`config.mk`:
```
export PLATFORM = sky130hd
export DESIGN_NAME = alu_arbiter_flat
export DESIGN_NICKNAME = d
export VERILOG_FILES = /design/src/rtl/alu_arbiter_if.sv /design/src/rtl/alu_arbiter.sv /design/src/flat_wrapper.sv
export SDC_FILE = /design/constraint.sdc
export NUM_CORES = 1
export LEC_CHECK = 0
export CORE_AREA = 5 5 111 113
export DETAILED_ROUTE_END_ITERATION = 10
export DIE_AREA = 0 0 116 118
export PLACE_DENSITY = 0.82
export SYNTH_ARGS = -nofsm -noshare
export SYNTH_HDL_FRONTEND = slang
export SYNTH_SLANG_ARGS = --single-unit
```
`constraint.sdc`:
```
create_clock -name clk -period 2.2 [get_ports clk]
set_clock_uncertainty 0.1 [all_clocks]
set_input_delay 0.44 -clock clk [delete_from_list [all_inputs] [get_ports clk]]
set_output_delay 0.44 -clock clk [all_outputs]
set_load 0.02 [all_outputs]
```
`src/rtl/alu_arbiter_if.sv`:
```
// Bundle of the two requester ports, the shared ALU hookup and the response buffer.
// slave is the arbiter side; master is the requester/ALU/consumer side.
interface alu_arbiter_if #(
    parameter int unsigned DATA_W = 32,
    parameter int unsigned UOP_W  = 5
);
    logic              req0_valid;
    logic              req0_ready;
    logic [DATA_W-1:0] req0_lhs;
    logic [DATA_W-1:0] req0_rhs;
    logic [UOP_W-1:0]  req0_uop;
    logic              req0_setflags;

    logic              req1_valid;
    logic              req1_ready;
    logic [DATA_W-1:0] req1_lhs;
    logic [DATA_W-1:0] req1_rhs;
    logic [UOP_W-1:0]  req1_uop;
    logic              req1_setflags;

    logic [DATA_W-1:0] alu_lhs;
    logic [DATA_W-1:0] alu_rhs;
    logic [UOP_W-1:0]  alu_uop;
    logic [DATA_W-1:0] alu_out;
    logic [3:0]        alu_flags;

    logic              rsp_valid;
    logic              rsp_ready;
    logic              rsp_id;
    logic [DATA_W-1:0] rsp_result;
    logic [3:0]        rsp_flags;
    logic              rsp_err;

    logic [3:0]        flags_q;

    modport slave (
        input  req0_valid, req0_lhs, req0_rhs, req0_uop, req0_setflags,
        input  req1_valid, req1_lhs, req1_rhs, req1_uop, req1_setflags,
        input  alu_out, alu_flags, rsp_ready,
        output req0_ready, req1_ready,
        output alu_lhs, alu_rhs, alu_uop,
        output rsp_valid, rsp_id, rsp_result, rsp_flags, rsp_err, flags_q
    );

    modport master (
        output req0_valid, req0_lhs, req0_rhs, req0_uop, req0_setflags,
        output req1_valid, req1_lhs, req1_rhs, req1_uop, req1_setflags,
        output alu_out, alu_flags, rsp_ready,
        input  req0_ready, req1_ready,
        input  alu_lhs, alu_rhs, alu_uop,
        input  rsp_valid, rsp_id, rsp_result, rsp_flags, rsp_err, flags_q
    );
endinterface

```
`src/rtl/alu_arbiter.sv`:
```
// Two-port round-robin arbiter in front of a shared combinational ALU, with a
// one-entry registered response buffer and the architectural flag register.
module alu_arbiter #(
    parameter int unsigned DATA_W  = 32,
    parameter int unsigned UOP_W   = 5,
    parameter int unsigned MAX_UOP = 8
) (
    input logic         clk,
    input logic         rst_n,
    alu_arbiter_if.slave bus
);
    localparam logic [UOP_W-1:0] UopNop = '0;
    localparam logic [UOP_W-1:0] UopCmp = UOP_W'(5);
    localparam logic [UOP_W-1:0] UopMax = UOP_W'(MAX_UOP);

    logic              can_accept;
    logic              gnt0;
    logic              gnt1;
    logic              accept;
    logic [DATA_W-1:0] sel_lhs;
    logic [DATA_W-1:0] sel_rhs;
    logic [UOP_W-1:0]  sel_uop;
    logic              sel_setflags;
    logic              illegal;

    logic              rsp_valid_q, rsp_valid_d;
    logic              rsp_id_q, rsp_id_d;
    logic [DATA_W-1:0] rsp_result_q, rsp_result_d;
    logic [3:0]        rsp_flags_q, rsp_flags_d;
    logic              rsp_err_q, rsp_err_d;
    logic              last_grant_q, last_grant_d;
    logic [3:0]        arch_flags_q, arch_flags_d;

    assign can_accept = !rsp_valid_q || bus.rsp_ready;

    // Round-robin grant: contention goes to the port that did not win last.
    always_comb begin
        gnt0 = 1'b0;
        gnt1 = 1'b0;
        if (can_accept) begin
            if (bus.req0_valid && bus.req1_valid) begin
                gnt0 = last_grant_q;
                gnt1 = !last_grant_q;
            end else begin
                gnt0 = bus.req0_valid;
                gnt1 = bus.req1_valid;
            end
        end
    end

    assign accept = gnt0 || gnt1;

    // Steer the granted operands to the ALU; idle and illegal ops issue a zeroed NOP.
    always_comb begin
        sel_lhs      = gnt1 ? bus.req1_lhs      : bus.req0_lhs;
        sel_rhs      = gnt1 ? bus.req1_rhs      : bus.req0_rhs;
        sel_uop      = gnt1 ? bus.req1_uop      : bus.req0_uop;
        sel_setflags = gnt1 ? bus.req1_setflags : bus.req0_setflags;
        illegal      = sel_uop > UopMax;
        bus.alu_lhs  = '0;
        bus.alu_rhs  = '0;
        bus.alu_uop  = UopNop;
        if (accept && !illegal) begin
            bus.alu_lhs = sel_lhs;
            bus.alu_rhs = sel_rhs;
            bus.alu_uop = sel_uop;
        end
    end

    // Response buffer and flag register next state.
    always_comb begin
        rsp_valid_d  = rsp_valid_q;
        rsp_id_d     = rsp_id_q;
        rsp_result_d = rsp_result_q;
        rsp_flags_d  = rsp_flags_q;
        rsp_err_d    = rsp_err_q;
        last_grant_d = last_grant_q;
        arch_flags_d = arch_flags_q;
        if (accept) begin
            rsp_valid_d  = 1'b1;
            rsp_id_d     = gnt1;
            last_grant_d = gnt1;
            if (illegal) begin
                rsp_result_d = '0;
                rsp_flags_d  = '0;
                rsp_err_d    = 1'b1;
            end else begin
                rsp_result_d = bus.alu_out;
                rsp_flags_d  = bus.alu_flags;
                rsp_err_d    = 1'b0;
                // NOP never touches the flags, even when setflags is asserted.
                if (sel_uop != UopNop && (sel_setflags || sel_uop == UopCmp)) begin
                    arch_flags_d = bus.alu_flags;
                end
            end
        end else if (bus.rsp_ready) begin
            rsp_valid_d = 1'b0;
        end
    end

    // State registers; last_grant resets to 1 so port 0 wins the first contention.
    always_ff @(posedge clk or negedge rst_n) begin
        if (!rst_n) begin
            rsp_valid_q  <= 1'b0;
            rsp_id_q     <= 1'b0;
            rsp_result_q <= '0;
            rsp_flags_q  <= '0;
            rsp_err_q    <= 1'b0;
            last_grant_q <= 1'b1;
            arch_flags_q <= '0;
        end else begin
            rsp_valid_q  <= rsp_valid_d;
            rsp_id_q     <= rsp_id_d;
            rsp_result_q <= rsp_result_d;
            rsp_flags_q  <= rsp_flags_d;
            rsp_err_q    <= rsp_err_d;
            last_grant_q <= last_grant_d;
            arch_flags_q <= arch_flags_d;
        end
    end

    assign bus.req0_ready = gnt0;
    assign bus.req1_ready = gnt1;
    assign bus.rsp_valid  = rsp_valid_q;
    assign bus.rsp_id     = rsp_id_q;
    assign bus.rsp_result = rsp_result_q;
    assign bus.rsp_flags  = rsp_flags_q;
    assign bus.rsp_err    = rsp_err_q;
    assign bus.flags_q    = arch_flags_q;
endmodule
```
`src/flat_wrapper.sv`:
```
// flat-port wrapper written by rule: the top's interface ports become plain ports
module alu_arbiter_flat 
#(
    parameter int unsigned DATA_W  = 32,
    parameter int unsigned UOP_W   = 5,
    parameter int unsigned MAX_UOP = 8
)
  (clk, rst_n, bus_req0_valid, bus_req0_lhs, bus_req0_rhs, bus_req0_uop, bus_req0_setflags, bus_req1_valid, bus_req1_lhs, bus_req1_rhs, bus_req1_uop, bus_req1_setflags, bus_alu_out, bus_alu_flags, bus_rsp_ready, bus_req0_ready, bus_req1_ready, bus_alu_lhs, bus_alu_rhs, bus_alu_uop, bus_rsp_valid, bus_rsp_id, bus_rsp_result, bus_rsp_flags, bus_rsp_err, bus_flags_q);
  alu_arbiter_if #(.DATA_W(DATA_W), .UOP_W(UOP_W)) bus_i ();
  input logic clk;
  input logic rst_n;
  input wire logic [$bits(bus_i.req0_valid)-1:0] bus_req0_valid;
  input wire logic [$bits(bus_i.req0_lhs)-1:0] bus_req0_lhs;
  input wire logic [$bits(bus_i.req0_rhs)-1:0] bus_req0_rhs;
  input wire logic [$bits(bus_i.req0_uop)-1:0] bus_req0_uop;
  input wire logic [$bits(bus_i.req0_setflags)-1:0] bus_req0_setflags;
  input wire logic [$bits(bus_i.req1_valid)-1:0] bus_req1_valid;
  input wire logic [$bits(bus_i.req1_lhs)-1:0] bus_req1_lhs;
  input wire logic [$bits(bus_i.req1_rhs)-1:0] bus_req1_rhs;
  input wire logic [$bits(bus_i.req1_uop)-1:0] bus_req1_uop;
  input wire logic [$bits(bus_i.req1_setflags)-1:0] bus_req1_setflags;
  input wire logic [$bits(bus_i.alu_out)-1:0] bus_alu_out;
  input wire logic [$bits(bus_i.alu_flags)-1:0] bus_alu_flags;
  input wire logic [$bits(bus_i.rsp_ready)-1:0] bus_rsp_ready;
  output wire logic [$bits(bus_i.req0_ready)-1:0] bus_req0_ready;
  output wire logic [$bits(bus_i.req1_ready)-1:0] bus_req1_ready;
  output wire logic [$bits(bus_i.alu_lhs)-1:0] bus_alu_lhs;
  output wire logic [$bits(bus_i.alu_rhs)-1:0] bus_alu_rhs;
  output wire logic [$bits(bus_i.alu_uop)-1:0] bus_alu_uop;
  output wire logic [$bits(bus_i.rsp_valid)-1:0] bus_rsp_valid;
  output wire logic [$bits(bus_i.rsp_id)-1:0] bus_rsp_id;
  output wire logic [$bits(bus_i.rsp_result)-1:0] bus_rsp_result;
  output wire logic [$bits(bus_i.rsp_flags)-1:0] bus_rsp_flags;
  output wire logic [$bits(bus_i.rsp_err)-1:0] bus_rsp_err;
  output wire logic [$bits(bus_i.flags_q)-1:0] bus_flags_q;
  assign bus_i.req0_valid = bus_req0_valid;
  assign bus_i.req0_lhs = bus_req0_lhs;
  assign bus_i.req0_rhs = bus_req0_rhs;
  assign bus_i.req0_uop = bus_req0_uop;
  assign bus_i.req0_setflags = bus_req0_setflags;
  assign bus_i.req1_valid = bus_req1_valid;
  assign bus_i.req1_lhs = bus_req1_lhs;
  assign bus_i.req1_rhs = bus_req1_rhs;
  assign bus_i.req1_uop = bus_req1_uop;
  assign bus_i.req1_setflags = bus_req1_setflags;
  assign bus_i.alu_out = bus_alu_out;
  assign bus_i.alu_flags = bus_alu_flags;
  assign bus_i.rsp_ready = bus_rsp_ready;
  assign bus_req0_ready = bus_i.req0_ready;
  assign bus_req1_ready = bus_i.req1_ready;
  assign bus_alu_lhs = bus_i.alu_lhs;
  assign bus_alu_rhs = bus_i.alu_rhs;
  assign bus_alu_uop = bus_i.alu_uop;
  assign bus_rsp_valid = bus_i.rsp_valid;
  assign bus_rsp_id = bus_i.rsp_id;
  assign bus_rsp_result = bus_i.rsp_result;
  assign bus_rsp_flags = bus_i.rsp_flags;
  assign bus_rsp_err = bus_i.rsp_err;
  assign bus_flags_q = bus_i.flags_q;
  alu_arbiter #(.DATA_W(DATA_W), .UOP_W(UOP_W), .MAX_UOP(MAX_UOP)) u_core (.clk(clk), .rst_n(rst_n), .bus(bus_i));
endmodule
```
==> results of run 1 <==
path summary, 6_finish.rpt:
check | to | cells past startpoint
worst max-delay path | bus_alu_rhs[27] | 11
worst min-delay path | u_core.bus.rsp_result[20] | 1
worst max register to register | u_core.bus.flags_q[3] | 8
worst min register to register | u_core.bus.rsp_result[29] | 1
max in group asynchronous | u_core.last_grant_q | 2
min in group clk | u_core.bus.rsp_result[29] | 1
per-layer routing:
metal  global-route usage, %  wire length [um]  share of wire (%)
met1                    26.1              6260                 39
met2                    38.6              8370                 52
met3                    4.27              1210                7.5
met4                    5.58               383                2.4
met5                       0                 0                  0
layout make-up:
type / instances / area [sq um] / share of cell area (%)
flip-flops and latches: 44 / 1100 / 15.5
well taps: 143 / 179 / 2.52
clock inverters: 2 / 15.0 / 0.211
inverters: 1 / 6.26 / 0.0881
repair buffers: 357 / 3720 / 52.4
clock buffers: 6 / 139 / 1.96
multi-input cells: 279 / 1940 / 27.3
critical path: cells and delay by family:
kind	cells	cell delay, ns
buffers and inverters	6	0.99
and+or+nand+nor	3	0.29
AOI/OAI and AO/OA	2	0.21
through the flow:
| step | power (uW) | instances | hold slack [ns] | utilization [%] |
|---|---|---|---|---|
| 3_3_place_gp | 2440 | 795 | 0.365 | 53.3 |
| 4_1_cts | 3460 | 828 | 0.104 | 59.2 |
| 5_1_grt | 3740 | 832 | 0.154 | 63.3 |
| 6_report | 3590 | 832 | 0.0908 | 63.3 |
| 3_5_place_dp | 2470 | 795 | 0.381 | 53.3 |
| 2_1_floorplan | 1580 | 354 | 0.0444 | - |
logic make-up (layout without fill, tap and decap cells):
kind of cell,count (synthesis),in the layout,synth area share (%)
and+or+nand+nor,161,161,24.6
AOI/OAI and AO/OA,113,113,26.5
DFF,44,44,40.9
buffers and inverters,31,366,6.26
muxes,4,4,1.67
other,1,1,0.139
registers in the layout, indices dropped and copies added, names as in the netlist:
signal and cells:
u_core.bus.rsp_id 1, u_core.bus.rsp_err 1, u_core.bus.rsp_valid 1, u_core.bus.rsp_result 32, u_core.bus.flags_q 4, u_core.last_grant_q 1, u_core.bus.rsp_flags 4
what timing repair did:
item                       CTS  global route
setup endpoints to repair   74            73
buffers inserted            16             5
pin swaps                   10            10
resized for setup          439            95
gates cloned                 9             1
report_power, final:
part / internal, uW / leakage, uW / switching [uW]
Combinational: 994 / 0.00242 / 847
Sequential: 921 / 0.000575 / 66.0
Clock: 452 / 0.0000691 / 307
Total: 2370 / 0.00306 / 1220
cells in the final DEF (no fill, tap or decap), types with 5 or more instances in the layout:
cell type          n
a21oi_2           24
buf_16             6
dfrtp_1           43
a21oi_4           24
nor2_4             5
a22o_1            36
nand2_1          137
buf_2             11
buf_6             49
buf_4             54
buf_12            11
dlygate4sd2_1      9
clkdlybuf4s50_1  209
a21oi_1           22
clkbuf_16          6
==> summary.md, run 1 <==
| Metric | Value |
|---|---|
| Routed length per instance | slightly below 20 um |
| Die X-Extent | 116 um |
| Sequential share of the synthesized area | between 40% and 50% |
| Routed wire length | roughly 16000 um |
| Area Growth Syn to Fin | 163% |
| First-pass GRT wire length | between 20000 and 25000 um |
| Worst slack, placed | -1.10 ns |
| Die Area | approximately 0.014 sq mm |
| Avg Inst Size Synth | ~7.6 sq um |
| Clock buffer count from CTS | 5 |
| Violated checks | setup timing |
| Yosys reg bits | 44 |
| Worst setup path category | in -> out |
| IO Pins | 295 |
| Port bufs | 293 |
| Main synth FF type | dfrtp_1 |
| Slew Viols, Final | 0 |
| Syn. warnings | 0 |
| Final TNS setup | -15.81 ns |
| Leak | between 0.003 and 0.004 uW |
| GRT Util Overall | about 22% |
| Post-synth ARST share | 100% |
| # hold bufs at CTS | 0 |
| Core ar. | roughly 0.011 sq mm |
| DR pass1 iterations | 4 |
| Initial Utilization | about a quarter |
| Share of the synthesized area in the top cell type | approximately 40% |
| CP Max Fanout | 11 |
| Largest net degree at the start of global routing | 40 |
| Crit-path slowest cell | dlygate4sd2_1 |
| Max Fclk | 402 MHz |
| Num rows | 39 |
| Clk_lat worst skew | about 0.27 ns |
| Top post-synthesis cells by area | dfrtp_1 (40%), nand2_1 (19%), a21oi_1 (13%), a22o_1 (12%), clkbuf_1 (2.2%) |
| FF-to-FF Start | u_core.bus.rsp_valid |
| Vias per cell | 4.83 |
| Antenna violations before repair | 0 |
| Endpoints failing setup | between 60 and 70 |
| CP arrival | slightly below 2 ns |
| Fin. Hold Viols | 0 |
| Max cap viols | 0 |
| Vias post-DR | around 4000 |
| Post-synth top area cell | dfrtp_1 |
| Post-route cell area | between 0.007 and 0.008 sq mm |
| Root buffer cell | clkbuf_16 |
| Reg2Reg Setup Slack | about 0.090 ns |
| Placement Cell Area | ~0.0060 sq mm |
| Outcome | complete, but fails checks |
| CP max stage delay | 0.26 ns |
| Hpwl dp | between 10000 and 15000 um |
| Share of cells above drive strength 1 | between 30% and 40% |
| Worst Setup End Kind | primary output |
| Vias in the first global route | between 4000 and 5000 |
| Clock Path Buffers | 2 |
| Number of distinct library cells after synthesis | 29 |
| Most frequent cell after synthesis | nand2_1 |
| Clock sinks | between 40 and 50 |
| Initial DRC count | 230 |
| Antenna cells | 0 |
| Count of H-tree levels built during CTS | 2 |
| Worst hold-check path type | in -> async |
| Total congestion overflow | 0 |
| Slew @ Worst Pin | 0.666 ns |
| Peak supply drop | around 0.47 mV |
| CTS tree | yes |
| Worst rel slew slack | a little under three fifths |
| Crit start category | input pin |
| Critical-path cell list | dlygate4sd2_1 -> nand2_2 -> nand3_4 -> buf_6 -> buf_6 -> nor2_4 -> o21ai_4 -> buf_6 -> buf_16 -> a21oi_1 -> buf_2 |
| Mapped Cells | between 300 and 400 |
| Die Y-Extent | 118 um |
| Remaining antenna violation count | 0 |
| Crit share post-route | 113% |
| Net Count, Synth | 535 |
| RSZ-0062 raised after global routing | yes |
| # nets final | between 800 and 900 |
| Power density cells | around 500 mW/mm^2 |
| Most frequent CP cell | buf_6 |
| Fin crit period | about 2.5 ns |
| Synthesized area | between 0.002 and 0.003 sq mm |
| Final Wtd Congestion | around 0.85 |
| Crit path from | bus_req0_valid |
| FILL cells | approximately 920 |
| Clock transition at path regs | ~0.060 ns |
| Post-synth top cells | nand2_1 (140), a21oi_1 (70), dfrtp_1 (43), a22o_1 (36), clkbuf_1 (16) |
| DRC | 0 |
| Worst path required time | approximately 1.7 ns |
| Post-synth EDFFs | 0 |
| Fin worst setup slack | -0.290 ns |
No activity file was read; power rests on OpenSTA's default activity.
==> inputs of run 2 (changes only) <==
CTS_CLUSTER_DIAMETER = 200   (was default)
PLACE_DENSITY = 0.75   (was 0.82)
SLEW_MARGIN = 20   (was default)
==> run 2 against run 1 <==
  * The flow still finishes with violations (setup timing)
  * Via count grew 1.2%
  * Wire length grew 9.7%
  * Clock power shrank 6.6%
  * Critical path depth shrank 2
  * Clock-buffer cell count grew 1
  * Global-route usage grew 0.13 points
  * Worst hold slack gained 0.047 ns
  * Design area grew 5.1%
  * Register-to-register slack is essentially flat
  * Critical path type unchanged
  * Largest power group unchanged
==> summary.md, run 2 (synthesized netlist as in run 1, its figures left out) <==
| Metric | Value |
|---|---|
| Outcome | complete, but fails checks |
| Violated checks | setup timing |
| Endpoints failing setup | 68 (unchanged) |
| IO Pins | 295 (unchanged) |
| Worst hold-check path type | in -> async |
| FF-to-FF Start | u_core.last_grant_q |
| Clock transition at path regs | 0.06 ns (about the same) |
| Slew @ Worst Pin | 0.555 ns (-0.111 ns) |
| Total congestion overflow | 0 (unchanged) |
| Die X-Extent | 116 um (unchanged) |
| Vias per cell | 4.84 (+0.21%) |
| Sw frac | 34.6% (+0.55 points) |
| Clock sinks | 44 (unchanged) |
| Final Wtd Congestion | 0.896 (+5.2%) |
| Vias post-DR | 4062 (+1.2%) |
| P_sw | 1260 uW (+3.6%) |
| DR pass1 iterations | 4 (unchanged) |
| Vias in the first global route | 4167 (-1.5%) |
| Num rows | 39 (unchanged) |
| Reg2Reg Setup Slack | 0.09 ns (about the same) |
| Max reg flops | 32 (unchanged) |
| Clk_lat worst skew | 0.28 ns (about the same) |
| Port bufs | 293 (unchanged) |
| Leak | 0.00314 uW (+2.7%) |
| Crit-path leading delay family | buffers and inverters |
| Initial DRC count | 282 (+23%) |
| GRT Util Overall | 21.7% (+0.13 points) |
| Crit-path slowest cell | nor4_2 |
| End point of the critical path | bus_alu_lhs[25] |
| CP Max Fanout | 7 (-4) |
| Remaining antenna violation count | 0 (unchanged) |
| Peak supply drop | 0.409 mV (-13%) |
| Fin. Hold Viols | 0 (unchanged) |
| Power density cells | 490 mW/mm^2 (-3.0%) |
| CTS tree | yes |
| Root buffer cell | clkbuf_16 |
| CP arrival | 1.97 ns (+0.02 ns) |
| First-pass GRT wire length | 23500 um (unchanged) |
| Commonest non-fill, non-tap cell in the layout | clkdlybuf4s50_1 |
| Max Fclk | 399 MHz (-0.61%) |
| Count of H-tree levels built during CTS | 2 (unchanged) |
| RSZ-0062 raised after global routing | yes |
| DRC | 0 (unchanged) |
| CP max stage delay | 0.29 ns (+0.03 ns) |
| Antenna violations before repair | 1 (+1) |
| Die Area | 0.0137 sq mm (unchanged) |
| Hpwl dp | 11600 um (+0.54%) |
| Int Power | 2390 uW (+1.2%) |
| Most frequent cells in the layout | clkdlybuf4s50_1 (209), nand2_1 (112), buf_6 (62) |
| Gate power share | 53.8% (+2.5 points) |
| Clock Path Buffers | 2 (unchanged) |
| Die Y-Extent | 118 um (unchanged) |
| Most frequent CP cell | buf_4 |
| Worst Setup End Kind | primary output |
| FILL cells | 817 (-12%) |
| Worst Path Buf+Inv | 4 (-2) |
| Final TNS setup | -14.74 ns (+1.07 ns) |
| Hold slack final | 0.138 ns (+0.0469 ns) |
| Max cap viols | 0 (unchanged) |
| Routed length per instance | 21.2 um (+8.6%) |
| R2R depth | 9 (+1) |
| Crit share post-route | 114% (+0.69 points) |
| Fin crit period | 2.51 ns (+0.0152 ns) |
| Critical-path cell list | clkdlybuf4s15_2 -> nor4_2 -> nor2_2 -> nor2_4 -> o21ai_4 -> buf_4 -> buf_16 -> a21oi_1 -> buf_4 |
| Initial Utilization | 24.0% (unchanged) |
| Crit start category | input pin |
| Sequential Power Share | 26.9% (-0.6 points) |
| Core ar. | 0.0112 sq mm (unchanged) |
| Post-route cell area | 0.00746 sq mm (+5.1%) |
| Placement Cell Area | 0.00600 sq mm (+0.29%) |
| Share of cells above drive strength 1 | 37.2% (+5.4 points) |
| Area Growth Syn to Fin | 177% |
| # nets final | 876 (+0.81%) |
| Worst rel slew slack | 63.0% (+7.4 points) |
| Slew Viols, Final | 0 (unchanged) |
| # hold bufs at CTS | 0 (unchanged) |
| Worst slack, placed | -1.05 ns (+0.0438 ns) |
| CP Depth | 9 (-2) |
| Routed wire length | 17800 um (+9.7%) |
| Clock buffer count from CTS | 5 (unchanged) |
| Largest net degree at the start of global routing | 45 (+13%) |
| Worst setup path category | in -> out |
| Fin worst setup slack | -0.305 ns (-0.0152 ns) |
| Reg2Reg Capture Point | u_core.bus.flags_q[0] |
| Clock Power Share | 19.4% (-1.8 points) |
| Worst path required time | 1.66 ns (about the same) |
| Crit path from | bus_req0_uop[0] |
## run 2: how the worst min path moves through the flow
stage                                            to  slack [ns]  depth (start not counted)
final                     u_core.bus.rsp_result[21]        0.14                          2
after global routing      u_core.bus.rsp_result[16]        0.21                          2
after CTS                 u_core.bus.rsp_result[11]        0.16                          2
after detailed placement          u_core.bus.rsp_id        0.37                          2
after global placement            u_core.bus.rsp_id        0.37                          2
after floorplan               u_core.bus.flags_q[0]        0.04                          0
## run 2: power groups by stage
stage                     sequential, uW  combinational (uW)  clock (uW)
after floorplan                     1120                 459           0
final                                983                1970         708
after global placement               991                1460           0
after global routing                 998                2070         762
after detailed placement             995                1480           0
after CTS                            984                1720         730
## run 2: worst reg2reg max path, cell delays in order (launching register included)
cell and delay (ns):
dfstp_2 0.54, nand2_2 0.06, nand3_4 0.13, inv_4 0.05, buf_6 0.13, buf_16 0.14
buf_4 0.14, nor3_1 0.23, o21ai_2 0.15, mux2_1 0.33
## run 2: cell type report
type | count | area (sq um) | share of cell area [%]
diodes | 1 | 2.50 | 0.0335
clock buffers | 7 | 133 | 1.78
clock inverters | 1 | 8.76 | 0.117
inverters | 1 | 6.26 | 0.0838
multi-input cells | 279 | 2090 | 28.0
flip-flops and latches | 44 | 1100 | 14.8
well taps | 143 | 179 | 2.40
repair buffers | 364 | 3950 | 52.9
## run 2: layer usage
layer  up-vias  global-route usage (%)  part of all wire [%]
li1       1894                       -                     -
met1      1947                    23.8                    35
met2       187                    41.3                    54
met3        34                    5.40                   8.6
met4         0                    4.57                   2.4
met5         -                       0                     0
## run 2: metrics by stage
step           power (uW)  util (%)  std cells
6_report             3660      66.5        840
5_1_grt              3830      66.5        840
4_1_cts              3430      59.4        830
3_5_place_dp         2480      53.4        794
3_3_place_gp         2450      53.4        794
2_1_floorplan        1580         -        354
## run 2: repair_timing
action / in CTS / in global routing
endpoints found under the setup margin: 74 / 69
setup buffers: 19 / 8
gates cloned: 10 / 7
resized for setup: 452 / 150
pin swaps: 28 / 14
hold endpoints to repair: 0 / 0
